$ cat src/rtl/bg_pixel_fifo.sv
// Background pixel FIFO: accepts 8-pixel tile rows from the fetcher and shifts one
// palette-mapped pixel out per T-cycle, discarding SCX fine-scroll pixels at line start.
module bg_pixel_fifo #(
    parameter int X_MAX = 160,
    parameter int DEPTH = 16
) (
    input  logic       clk_in,
    input  logic       rst_in,
    input  logic       tclk_in,
    input  logic       line_start_in,
    input  logic [2:0] scx_fine_in,
    input  logic [7:0] bgp_in,
    input  logic       bg_enable_in,
    input  logic       push_in,
    input  logic [7:0] tile_lo_in,
    input  logic [7:0] tile_hi_in,
    output logic       push_ready_out,
    output logic       pixel_valid_out,
    output logic [1:0] pixel_out,
    output logic [7:0] x_out,
    output logic       line_done_out,
    output logic [4:0] count_out
);

    typedef enum logic [1:0] {IDLE, DISCARD, SHIFT, DONE} state_t;

    state_t     state, state_next;
    logic [4:0] count, count_next;
    logic [7:0] x, x_next;
    logic [2:0] discard, discard_next;
    logic       pixel_valid_next, line_done_next;
    logic [1:0] pixel_next;

    logic [1:0] fifo      [DEPTH];
    logic [1:0] fifo_next [DEPTH];

    logic       active, push_ok, pop;
    logic [4:0] base;

    assign active         = (state == DISCARD) || (state == SHIFT);
    assign push_ready_out = active && (count <= 5'(DEPTH - 8));
    assign push_ok        = push_in && push_ready_out && !line_start_in;
    assign pop            = tclk_in && (count != 5'd0) && active && !line_start_in;
    assign base           = count - (pop ? 5'd1 : 5'd0);

    assign count_out = count;
    assign x_out     = x;

    // NOTE: every variable driven here gets a default first, so no path can infer a latch.
    always_comb begin
        state_next       = state;
        count_next       = count;
        x_next           = x;
        discard_next     = discard;
        pixel_valid_next = 1'b0;
        line_done_next   = 1'b0;
        pixel_next       = 2'b00;

        if (line_start_in) begin
            count_next   = 5'd0;
            x_next       = 8'd0;
            discard_next = scx_fine_in;
            state_next   = (scx_fine_in != 3'd0) ? DISCARD : SHIFT;
        end else begin
            count_next = count + (push_ok ? 5'd8 : 5'd0) - (pop ? 5'd1 : 5'd0);
            if (pop) begin
                if (state == DISCARD) begin
                    discard_next = discard - 3'd1;
                    if (discard == 3'd1) state_next = SHIFT;
                end else begin
                    // Palette and enable are taken in the pop cycle, so mid-line writes apply forward only.
                    pixel_valid_next = 1'b1;
                    pixel_next       = bg_enable_in ? bgp_in[{fifo[0], 1'b0} +: 2] : 2'b00;
                    if (x == 8'(X_MAX - 1)) begin
                        x_next         = 8'd0;
                        line_done_next = 1'b1;
                        state_next     = DONE;
                    end else begin
                        x_next = x + 8'd1;
                    end
                end
            end
        end
    end

    // Storage: shift down on pop, then drop the new row in just above the surviving entries.
    always_comb begin
        for (int j = 0; j < DEPTH; j++) begin
            fifo_next[j] = fifo[j];
            if (pop) fifo_next[j] = (j < DEPTH - 1) ? fifo[(j + 1) % DEPTH] : fifo[j];
            if (push_ok && (j >= int'(base)) && (j < int'(base) + 8))
                fifo_next[j] = {tile_hi_in[7 - (j - int'(base))], tile_lo_in[7 - (j - int'(base))]};
        end
    end

    // NOTE: pixel storage carries no reset; count alone defines which entries are live.
    always_ff @(posedge clk_in) begin
        for (int j = 0; j < DEPTH; j++) fifo[j] <= fifo_next[j];
    end

    // NOTE: sequential state uses non-blocking assignments so all registers update together.
    always_ff @(posedge clk_in or negedge rst_in) begin
        if (!rst_in) begin
            state           <= IDLE;
            count           <= 5'd0;
            x               <= 8'd0;
            discard         <= 3'd0;
            pixel_valid_out <= 1'b0;
            pixel_out       <= 2'b00;
            line_done_out   <= 1'b0;
        end else begin
            state           <= state_next;
            count           <= count_next;
            x               <= x_next;
            discard         <= discard_next;
            pixel_valid_out <= pixel_valid_next;
            pixel_out       <= pixel_next;
            line_done_out   <= line_done_next;
        end
    end

endmodule

$ cat config.mk
export PLATFORM = sky130hd
export DESIGN_NAME = bg_pixel_fifo
export DESIGN_NICKNAME = d
export VERILOG_FILES = /design/src/rtl/bg_pixel_fifo.sv
export SDC_FILE = /design/constraint.sdc
export NUM_CORES = 1
export LEC_CHECK = 0
export CORE_ASPECT_RATIO = 1.4
export CORE_MARGIN = 8
export CORE_UTILIZATION = 50
export DETAILED_ROUTE_END_ITERATION = 10
export GPL_TIMING_DRIVEN = 0
export PLACE_DENSITY = 0.75
export SETUP_SLACK_MARGIN = 0.15
export SYNTH_ARGS = -nofsm -noshare
export SYNTH_HDL_FRONTEND = slang
export SYNTH_SLANG_ARGS = --single-unit
$ cat constraint.sdc
create_clock -name clk_in -period 5.42 [get_ports clk_in]
set_clock_uncertainty 0.15 [all_clocks]
set_input_delay 0.542 -clock clk_in [delete_from_list [all_inputs] [get_ports clk_in]]
set_output_delay 0.542 -clock clk_in [all_outputs]
set_load 0.005 [all_outputs]
==> results_dict.tcl, run 1 <==
set metrics [dict create \
    outcome "complete, no violations" \
    worstPathRequired_ns 5.34 \
    synth_nets 398 \
    syn-mean-instance-area_sq_um 10.6 \
    vias 2937 \
    rsz0062_at_grt "false" \
    cts_buffer_depth 2 \
    die-height_um 118 \
    drt.antenna.violating_nets 0 \
    power_density_mw_per_mm2 513 \
    reg2reg_setup_slack_ns 0.69 \
    cts-hold-fix-buffers 0 \
    clock_insertion_delay_worst_skew_ns 0.31 \
    timing_worst_slew_pin_value_ns 0.981 \
    clk_transition_reported_paths_ns 0.09 \
    synth_largest_area_cell "edfxtp_1" \
    critPathCaptureType "flip-flop" \
    grtUsageTotal_pct 18.6 \
    grt_antenna_before_repair 0 \
    worstSetupStartpointType "flip-flop" \
    reg2regPathDepth 12 \
    hold_viol 0 \
    max_cap_viol_count 0 \
    overflow 0 \
    site_rows 37 \
    drt_iter0_markers 146 \
    htree_levels 2 \
    crit_fanout 9 \
    worstHoldPathType "flip-flop to flip-flop" \
    drive_above_1_share_pct 14.5 \
    io_pins 51 \
    syn2layout_area_growth_pct 19.2 \
    io_buffer_count 50 \
    yosysMostFrequentCell "edfxtp_1" \
    detail_route.wl_per_cell_um 18.5 \
    worstPathArrival_ns 4.65 \
    grt_first_pass_wirelength_um 15100 \
    clock_tree_from_tritoncts "yes" \
    synth_top_area_share_pct 26.0 \
    ys.warnings.count 0 \
    fill_cells 659 \
    cts_num_sinks 54 \
    ys_top_cells_by_count "32 x edfxtp_1, 29 x mux2_2, 26 x mux2i_1, 26 x nand2_1, 24 x inv_1" \
    final.min_clock_period_ns 4.73 \
    synth-edff-count 32 \
    cts-buffers-inserted 5 \
    number_of_detailed_route_iterations_in_the_first_pass 4 \
    place.detailed.hpwl_um 7490 \
    finalMaxSlewViolations 0 \
    chipWidth_um 88.7 \
    initial_utilization_pct 50.9 \
    detail_route.vias_per_cell 5.84 \
    gp_routability_congestion 0.955 \
    cts_root_buf "clkbuf_8" \
    routed_wirelength_um 9300 \
    fp.dieArea_sq_mm 0.0105 \
    synthArstFlopShare_pct 40.7 \
    fin_setup_tns_ns 0 \
    timing_worst_setup_path_type "flip-flop to flip-flop" \
    netlist_instances 348 \
    fin_crit_sh_pct 87.3 \
    post-route-drc-count 0 \
    num_antenna_cells 0 \
    setup_ws_ns 0.687 \
    r2r_end "fifo[1][4]$_DFFE_PP_" \
    post_cts_buffers 0 \
    synth.lib_cells_used.distinct 50 \
    synth_seq_area_share_pct 40.8 \
    grt_max_degree 23 \
    holdPathEnd "state[0]$_DFFE_PN0P_" \
    worst_hold_path_cell_count 1 \
    holdCritStartpoint "state[0]$_DFFE_PN0P_" \
    dp_slack_ns 0.558 \
    ys_ff_latch 54 \
    vias_in_the_first_global_route 2990 \
    netlist_area_sq_mm 0.00370 \
    setup_viol 0 \
    post_synth_main_area_contributors "edfxtp_1 26%, dfrtp_1 15%, mux2_2 8.8%, mux2i_1 7.0%, ha_1 5.4%" \
    number_of_instances_resized_during_post_cts_repair 0 \
    synth_top_flop_cell "edfxtp_1" \
    max_clock_freq_mhz 211 \
    max-vdd-ir-drop_uv 354 \
    design.core.area_sq_mm 0.00727 \
    reg2reg_from "count_out[1]$_DFF_PN0_" \
    total_leakage_power_uw 0.00177 \
    slew-limit-headroom_pct 34.4 \
    nNetsFinal 455 \
]
==> power by group <==
part           internal (uW)  switching, uW  total (uW)
Combinational            585            830        1410
Clock                   91.3            136         227
Sequential               569           52.1         621
Total                   1240           1020        2260
==> cells in the final DEF, fill, tap and decap left out, types with 3 or more instances in the layout <==
master           count
clkdlybuf4s50_1     50
edfxtp_1            32
mux2_2              29
mux2i_1             26
nand2_1             26
inv_1               24
dfrtp_1             22
nor2_1              19
o21ai_0             18
ha_1                16
a21oi_1             11
xnor2_1             11
nand3_1             11
nor3_1               9
clkbuf_1             7
nand2b_1             6
mux4_2               6
nand3b_1             5
or2_2                5
clkbuf_8             5
nor4_1               4
o22ai_1              4
o22a_1               4
o221ai_1             4
buf_2                3
nor2b_1              3
nand4_1              3
a211oi_1             3
and3_1               3
o31ai_1              3
==> worst max-delay path, cell delays in order, from the launching register on <==
cell       delay [ns]
dfrtp_1          0.51
or3_1            0.43
o311a_1          0.38
nand2b_1         0.29
inv_1            0.29
ha_1             0.37
clkbuf_1         0.20
inv_1            0.12
ha_1             0.29
nor2b_1          0.18
a2111oi_0        0.57
o221a_1          0.39
mux2_4           0.32
==> state kept, by name, indices dropped and copies added (netlist names) <==
| name | cells |
|---|---|
| state | 2 |
| fifo | 32 |
| discard | 3 |
| pixel_out | 2 |
| pixel_valid_out | 1 |
| line_done_out | 1 |
| x_out | 8 |
| count_out | 5 |
==> worst max path at each step <==
stage,depth (start not counted),startpoint,end,slack (ns)
final,12,count_out[1]$_DFF_PN0_,fifo[1][4]$_DFFE_PP_,0.69
after global routing,12,count_out[1]$_DFF_PN0_,fifo[1][4]$_DFFE_PP_,0.37
after CTS,12,count_out[1]$_DFF_PN0_,fifo[1][4]$_DFFE_PP_,0.72
after detailed placement,12,line_start_in,fifo[1][4]$_DFFE_PP_,0.56
after global placement,12,line_start_in,fifo[1][5]$_DFFE_PP_,0.58
after floorplan,12,count_out[1]$_DFF_PN0_,fifo[1][4]$_DFFE_PP_,1.58
==> final cells by class <==
type	instances	area (sq um)	share of cell area, %
buffer	12	48.8	1.11
clock buffer	5	68.8	1.56
clock inverter	3	20.0	0.454
inverter	26	97.6	2.21
multi-input combinational	256	2040	46.3
sequential	54	1510	34.3
tap	97	121	2.75
timing repair buffer	50	500	11.3
==> through the flow <==
stage | std cells | utilization (%) | hold WS, ns | total power [uW] | instance area [sq um]
floorplan | 348 | - | 0.0964 | 1640 | 3700
global placement | 495 | 59.5 | 0.344 | 2010 | 4320
detailed placement | 495 | 59.5 | 0.366 | 2040 | 4320
CTS | 503 | 60.7 | 0.387 | 2270 | 4410
global route | 503 | 60.7 | 0.410 | 2430 | 4410
finish | 503 | 60.7 | 0.382 | 2260 | 4410
==> logic make-up after synthesis <==
| family | Yosys count | share of synthesized area (%) |
|---|---|---|
| AND/OR/NAND/NOR | 99 | 13.6 |
| AO/OA/AOI/OAI | 62 | 11.4 |
| multiplexers | 63 | 20.3 |
| adder cells (fa/ha/maj) | 17 | 5.95 |
| XOR/XNOR | 15 | 3.96 |
| flip-flops | 54 | 40.8 |
| buffers and inverters | 38 | 3.96 |
==> routing by layer <==
layer	track usage, %	wire [um]	vias up
met5	0	0	-
met2	34.6	5110	78
li1	-	-	1398
met3	3.14	509	14
met1	19.6	3500	1447
met4	6.91	174	0
Note: power is estimated with default switching activity, not from simulation.
==> run 2: changes to the inputs <==
CTS_CLUSTER_SIZE = 10   (was unset)
==> results of run 2 <==
The final DEF is identical to that of run 1; final timing and power are the same.
